===== config.mk =====
export PLATFORM = sky130hd
export DESIGN_NAME = traffic_conflict_monitor
export DESIGN_NICKNAME = d
export VERILOG_FILES = /design/src/rtl/traffic_pkg.sv /design/src/rtl/approach_seq_checker.sv /design/src/rtl/traffic_conflict_monitor.sv
export SDC_FILE = /design/constraint.sdc
export NUM_CORES = 1
export LEC_CHECK = 0
export ABC_AREA = 1
export CAP_MARGIN = 20
export CORE_UTILIZATION = 53
export CTS_BUF_LIST = sky130_fd_sc_hd__clkbuf_4 sky130_fd_sc_hd__clkbuf_8 sky130_fd_sc_hd__clkbuf_16
export DETAILED_ROUTE_END_ITERATION = 7
export PLACE_DENSITY = 0.74
export SLEW_MARGIN = 10
export SYNTH_ARGS = -nofsm -noshare
export SYNTH_HDL_FRONTEND = slang
export SYNTH_SLANG_ARGS = --single-unit
export TNS_END_PERCENT = 100

===== constraint.sdc =====
create_clock -name clk -period 3.45 [get_ports clk]
set_input_delay 0.69 -clock clk [delete_from_list [all_inputs] [get_ports clk]]
set_output_delay 0.69 -clock clk [all_outputs]
set_load 0.02 [all_outputs]

===== src/rtl/traffic_pkg.sv =====
// Shared encodings for the intersection controller and its safety monitor:
// light values, fault codes, approach indices and monitor states.
package traffic_pkg;

   localparam logic [2:0] RED    = 3'b100;
   localparam logic [2:0] YELLOW = 3'b010;
   localparam logic [2:0] GREEN  = 3'b001;

   localparam logic [2:0] FC_NONE     = 3'd0;
   localparam logic [2:0] FC_CONFLICT = 3'd1;
   localparam logic [2:0] FC_PED      = 3'd2;
   localparam logic [2:0] FC_INVALID  = 3'd3;
   localparam logic [2:0] FC_SKIP_YEL = 3'd4;
   localparam logic [2:0] FC_SHORT_YEL = 3'd5;
   localparam logic [2:0] FC_WDOG     = 3'd6;

   localparam logic [1:0] DIR_N = 2'd0;
   localparam logic [1:0] DIR_E = 2'd1;
   localparam logic [1:0] DIR_S = 2'd2;
   localparam logic [1:0] DIR_W = 2'd3;

   typedef enum logic {
      MONITOR = 1'b0,
      FAULT   = 1'b1
   } mon_state_t;

   function automatic logic valid_light(input logic [2:0] l);
      return (l == RED) || (l == YELLOW) || (l == GREEN);
   endfunction

   // Lowest set approach index; callers only use it when v is non-zero.
   function automatic logic [1:0] low_idx(input logic [3:0] v);
      logic [1:0] r;
      if (v[0])      r = DIR_N;
      else if (v[1]) r = DIR_E;
      else if (v[2]) r = DIR_S;
      else           r = DIR_W;
      return r;
   endfunction

endpackage


===== src/rtl/approach_seq_checker.sv =====
// Per-approach sequencing checker: remembers the previous light and
// counts yellow ticks to flag invalid codes, skipped and short yellows.
module approach_seq_checker
   import traffic_pkg::*;
#(
   parameter int MIN_YELLOW = 2
) (
   input  logic       clk,
   input  logic       rst_n,
   input  logic       tick,
   input  logic [2:0] light,
   input  logic       freeze,
   input  logic       load,
   output logic       invalid,
   output logic       skip_yellow,
   output logic       short_yellow
);

   localparam int YW = $clog2(MIN_YELLOW + 1);

   logic [2:0]    prev;
   logic [YW-1:0] ycnt;

   always_ff @(posedge clk or negedge rst_n) begin
      if (!rst_n) begin
         prev <= RED;
         ycnt <= '0;
      end else if (load) begin
         prev <= light;
         ycnt <= '0;
      end else if (!freeze) begin
         prev <= light;
         if (light == YELLOW) begin
            if (prev != YELLOW)
               ycnt <= '0;
            else if (tick && ycnt != YW'(MIN_YELLOW))
               ycnt <= ycnt + 1'b1;
         end
      end
   end

   assign invalid      = !valid_light(light);
   assign skip_yellow  = (prev == GREEN) && (light == RED);
   assign short_yellow = (prev == YELLOW) && (light == RED)
                         && (ycnt < YW'(MIN_YELLOW));

endmodule


===== src/rtl/traffic_conflict_monitor.sv =====
// Independent safety monitor on the intersection light outputs; latches
// the first fault seen and requests flashing red until cleared.
module traffic_conflict_monitor
   import traffic_pkg::*;
#(
   parameter int FILTER_CYCLES = 3,
   parameter int MIN_YELLOW    = 2,
   parameter int WDOG_TICKS    = 16
) (
   input  logic       clk,
   input  logic       rst_n,
   input  logic       tick,
   input  logic [2:0] light_north,
   input  logic [2:0] light_east,
   input  logic [2:0] light_south,
   input  logic [2:0] light_west,
   input  logic       ped_walk,
   input  logic       fault_clr,
   output logic       fault,
   output logic [2:0] fault_code,
   output logic [1:0] fault_dir,
   output logic       flash_red
);

   localparam int FW = $clog2(FILTER_CYCLES + 1);
   localparam int WW = $clog2(WDOG_TICKS + 1);

   mon_state_t      state, state_nx;
   logic [2:0]      code_nx;
   logic [1:0]      dir_nx;
   logic            flash_nx;

   logic [3:0][2:0] lights;
   logic [3:0]      nonred, inv, skip, shrt;
   logic [12:0]     sample;
   logic [FW-1:0]   conf_cnt, ped_cnt, inv_cnt;
   logic [WW-1:0]   wd_cnt;

   logic run, clr_ok, all_red_idle, changed;
   logic conflict, ped_conf, inv_any;
   logic conf_hit, ped_hit, inv_hit, wd_hit;

   assign lights = {light_west, light_south, light_east, light_north};

   always_comb begin
      nonred = '0;
      for (int i = 0; i < 4; i++)
         nonred[i] = (lights[i] != RED);
   end

   assign run          = (state == MONITOR);
   assign all_red_idle = (nonred == 4'b0000) && !ped_walk;
   assign clr_ok       = (state == FAULT) && fault_clr && all_red_idle;
   assign changed      = ({lights, ped_walk} != sample);

   // More than one bit set: clearing the lowest set bit leaves something.
   assign conflict = ((nonred & (nonred - 4'd1)) != 4'b0000);
   assign ped_conf = ped_walk && (nonred != 4'b0000);
   assign inv_any  = (inv != 4'b0000);

   for (genvar i = 0; i < 4; i++) begin : g_app
      approach_seq_checker #(
         .MIN_YELLOW (MIN_YELLOW)
      ) u_chk (
         .clk          (clk),
         .rst_n        (rst_n),
         .tick         (tick),
         .light        (lights[i]),
         .freeze       (!run),
         .load         (clr_ok),
         .invalid      (inv[i]),
         .skip_yellow  (skip[i]),
         .short_yellow (shrt[i])
      );
   end

   always_ff @(posedge clk or negedge rst_n) begin
      if (!rst_n) begin
         conf_cnt <= '0;
         ped_cnt  <= '0;
         inv_cnt  <= '0;
         wd_cnt   <= '0;
         sample   <= {RED, RED, RED, RED, 1'b0};
      end else if (clr_ok) begin
         conf_cnt <= '0;
         ped_cnt  <= '0;
         inv_cnt  <= '0;
         wd_cnt   <= '0;
         sample   <= {lights, ped_walk};
      end else if (run) begin
         conf_cnt <= conflict ? conf_cnt + 1'b1 : '0;
         ped_cnt  <= ped_conf ? ped_cnt + 1'b1 : '0;
         inv_cnt  <= inv_any ? inv_cnt + 1'b1 : '0;
         sample   <= {lights, ped_walk};
         if (changed || all_red_idle)
            wd_cnt <= '0;
         else if (tick)
            wd_cnt <= wd_cnt + 1'b1;
      end
   end

   assign conf_hit = conflict && (conf_cnt == FW'(FILTER_CYCLES - 1));
   assign ped_hit  = ped_conf && (ped_cnt == FW'(FILTER_CYCLES - 1));
   assign inv_hit  = inv_any && (inv_cnt == FW'(FILTER_CYCLES - 1));
   assign wd_hit   = tick && !changed && !all_red_idle
                     && (wd_cnt == WW'(WDOG_TICKS - 1));

   always_comb begin
      state_nx = state;
      code_nx  = fault_code;
      dir_nx   = fault_dir;
      flash_nx = flash_red;
      case (state)
         MONITOR: begin
            flash_nx = 1'b0;
            if (conf_hit) begin
               state_nx = FAULT;
               code_nx  = FC_CONFLICT;
               dir_nx   = DIR_N;
            end else if (ped_hit) begin
               state_nx = FAULT;
               code_nx  = FC_PED;
               dir_nx   = DIR_N;
            end else if (inv_hit) begin
               state_nx = FAULT;
               code_nx  = FC_INVALID;
               dir_nx   = low_idx(inv);
            end else if (skip != 4'b0000) begin
               state_nx = FAULT;
               code_nx  = FC_SKIP_YEL;
               dir_nx   = low_idx(skip);
            end else if (shrt != 4'b0000) begin
               state_nx = FAULT;
               code_nx  = FC_SHORT_YEL;
               dir_nx   = low_idx(shrt);
            end else if (wd_hit) begin
               state_nx = FAULT;
               code_nx  = FC_WDOG;
               dir_nx   = DIR_N;
            end
         end
         FAULT: begin
            if (clr_ok) begin
               state_nx = MONITOR;
               code_nx  = FC_NONE;
               dir_nx   = DIR_N;
               flash_nx = 1'b0;
            end else if (tick) begin
               flash_nx = !flash_red;
            end
         end
         default: state_nx = MONITOR;
      endcase
   end

   always_ff @(posedge clk or negedge rst_n) begin
      if (!rst_n) begin
         state      <= MONITOR;
         fault_code <= FC_NONE;
         fault_dir  <= DIR_N;
         flash_red  <= 1'b0;
      end else begin
         state      <= state_nx;
         fault_code <= code_nx;
         fault_dir  <= dir_nx;
         flash_red  <= flash_nx;
      end
   end

   assign fault = (state == FAULT);

endmodule

==> results by group <==
Final layout
  – Layout fillers: 403
  – Share of layout cells above drive strength 1: 10.9%
  – Layout area overhead: 15.3%
  – Layout net count: 400
  – N_diodes: 0
  – Final Core Density: 65.6%
  – Final instance area: 2950 µm²

Synthesis
  – Gate Count Post-Synth: 347
  – Sequential share of the synthesized area: 38.3%
  – Register bit total from synthesis: 39
  – Mapped Area: 2560 µm²
  – Syn Area/Cell: 7.38 µm²
  – Largest family of logic cells by synthesized area: simple AND/OR/NAND/NOR gates
  – Distinct cell type count after synthesis: 33
  – XOR/XNOR Fraction of Synth Area: 3.08%
  – Simple-gate portion of the synthesized area: 35.3%
  – Area share of fa/ha/maj cells after synthesis: 4.40%
  – Yosys synthesis warning count: 0
  – Synth Area in Compound Gates: 9.68%
  – Syn Nets: 373
  – Multiplexer share of the synthesized area: 0%

Worst setup path
  – Crit-path cells: clkdlybuf4s50_1, nor2_2, nand2_2, nor2_4, nand3_4, nor2_4, inv_2, nand2_8, inv_2, o31ai_2
  – R2r worst-path depth: 10
  – Crit path launch type: input pin
  – Crit-path slowest cell: clkdlybuf4s50_1
  – Critical Path RT: 3.66 ns
  – Critical Path End Type: flop
  – WP data arrival: 2.63 ns
  – CP Max Fanout: 33
  – Setup CP Type: in2reg
  – Crit path largest cell delay: 0.51 ns
  – Worst r2r src: sample[9]
  – Flop-to-flop setup slack: 1.65 ns
  – Reg2reg end: fault_dir[1]

STA
  – Final Hold Vio Count: 0
  – F_max: 414 MHz
  – Final setup fails: 0
  – Slew headroom: 42.0%
  – Final setup margin: 1.03 ns
  – RSZ-0062 raised after global routing: no
  – Final Cycle Share: 70.1%
  – Setup TNS: 0 ns
  – Hold Worst Slack: 0.473 ns
  – Final Slew Violations: 0
  – Final Skew: 0.00607 ns
  – Min Tclk post-route: 2.42 ns
  – Worst-Margin Slew: 0.870 ns

Clocking
  – Clk pin slew, worst setup/hold paths: 0.08 ns
  – Bufs on Longest Clock Path: 2
  – CTS tree: yes
  – Clk_lat worst skew: 0.30 ns
  – Cts hold-fix bufs: 0
  – Root Driver: clkbuf_8
  – Post-CTS Setup Bufs: 0
  – H-tree levels: 2
  – Post-CTS sizing: 0
  – Number of buffers created by CTS: 5
  – CTS Sinks: 39

Floorplan
  – DIE WIDTH: 71.5 µm
  – Io pins: 24
  – Die height: 71.5 µm
  – Full die area: 5110 µm²
  – Initial core utilization: 56.8%
  – Cell Rows: 24
  – Core Area: 4500 µm²

GRT
  – Pin count of the biggest net entering global routing: 40
  – Total Routing Usage GR: 24.5%
  – Number of global-route vias before repair: 2153
  – Overflow after GRT: 0
  – Initial antenna violation count: 0
  – First-pass GRT wire length: 9760 µm

Placement
  – IO buf count: 23
  – Post-DP Area: 2820 µm²
  – Place WS: 0.721 ns
  – RePlAce Congestion: 0.876
  – Hpwl dp: 4110 µm

Route
  – Antenna-violating nets left: 0
  – Initial drt markers: 102
  – Residual DRC count: 0
  – Routed Wire Length: 5460 µm
  – Vias per inst: 5.19
  – Initial DRT Pass Iterations: 4
  – Via count: 2218
  – Wire per inst: 12.8 µm

Power and ir drop
  – Leakage Power: 1.48 nW
  – Peak VDD IR: 0.189 mV
  – Power density cells: 370 nW/µm²

Hold path
  – Worst Hold Class: reg2reg
  – Hold Path Depth: 2
  – Hold endpoint: fault_dir[0]
  – HP Start: fault_dir[0]

Run status
  – Status: finished clean

Flow run
  – MaxCap Viol Count: 0
==> power breakdown <==
group	internal, mW	switching [mW]
registers	0.474	0.0118
clock network	0.297	0.170
logic	0.0574	0.0806
==> cells by family after synthesis <==
family	after synthesis
compound gates	43
simple gates	191
buf+inv	56
fa+ha+maj	9
xor+xnor	9
flops	39
==> flip-flops by register name (all words and copies together), names as in the netlist, 2 cells and up <==
signal	cells
sample	11
g_app.u_chk.ycnt	8
wd_cnt	5
fault_code	3
conf_cnt	2
fault_dir	2
g_app.u_chk.prev	2
inv_cnt	2
ped_cnt	2
==> worst max-delay path by stage <==
stage | start | end | slack (ns)
final | light_east[0] | ped_cnt[1] | 1.03
after global routing | light_east[0] | ped_cnt[1] | 0.88
after CTS | light_east[0] | ped_cnt[1] | 1.04
after detailed placement | light_east[0] | ped_cnt[1] | 0.72
after global placement | light_east[0] | wd_cnt[4] | 0.82
after floorplan | light_west[0] | conf_cnt[0] | 1.63
==> placed cells by master, fill, tap and decap left out, drive strengths merged <==
cell type,count
o31ai,2
ha,9
dfrtp,35
a31oi,2
o211a,1
xnor2,4
xor2,5
o21ai,29
buf,1
inv,53
clkbuf,6
nor2,45
clkdlybuf4s50,22
nand3,31
nor3,6
nor3b,1
o22ai,1
or2,1
a21oi,7
nand4,9
bufinv,2
a211oi,1
nand3b,1
dfstp,4
nand2,97
==> worst max-delay path, delay by kind of cell <==
kind	cells	cell delay, ns
AO/OA/AOI/OAI	1	0.19
AND/OR/NAND/NOR	6	0.98
buffers and inverters	3	0.74
==> per-layer routing <==
| layer | up-vias | track usage (%) | wire length [µm] |
|---|---|---|---|
| li1 | 1158 | - | - |
| met1 | 1011 | 34.0 | 2770 |
| met2 | 43 | 39.5 | 2420 |
| met3 | 6 | 4.50 | 206 |
| met4 | 0 | 7.19 | 62 |
| met5 | - | 0 | 0 |
==> final cells by class <==
| type | instances | area [µm²] | area share [%] |
|---|---|---|---|
| timing repair buffer | 23 | 225 | 7.63 |
| clock buffer | 6 | 76.3 | 2.58 |
| sequential | 39 | 981 | 33.2 |
| inverter | 53 | 201 | 6.82 |
| multi-input combinational | 252 | 1340 | 45.5 |
| tap | 52 | 65.1 | 2.20 |
| clock inverter | 2 | 60.1 | 2.03 |
==> per-stage QoR <==
step,power [mW],std cells
floorplan,0.568,347
global placement,0.632,419
detailed placement,0.633,419
CTS,1.10,427
global route,1.13,427
finish,1.09,427
==> Yosys cell counts (all sizes together) <==
library cell	count	area [µm²]
nand4	9	56.3
a31oi	2	12.5
a211oi	1	7.51
o21ai	29	156
nand3	31	198
dfstp	4	105
xor2	5	43.8
nand3b	1	7.51
buf	3	33.8
a21oi	7	35.0
nor3b	1	7.51
xnor2	4	35.0
dfrtp	35	876
ha	9	113
or2	1	6.26
o211a	1	10.0
nor2	45	209
nand2	97	390
o31ai	2	20.0
inv	53	201
nor3	6	30.0
o22ai	1	6.26
Note: power is estimated with default switching activity, not from simulation.
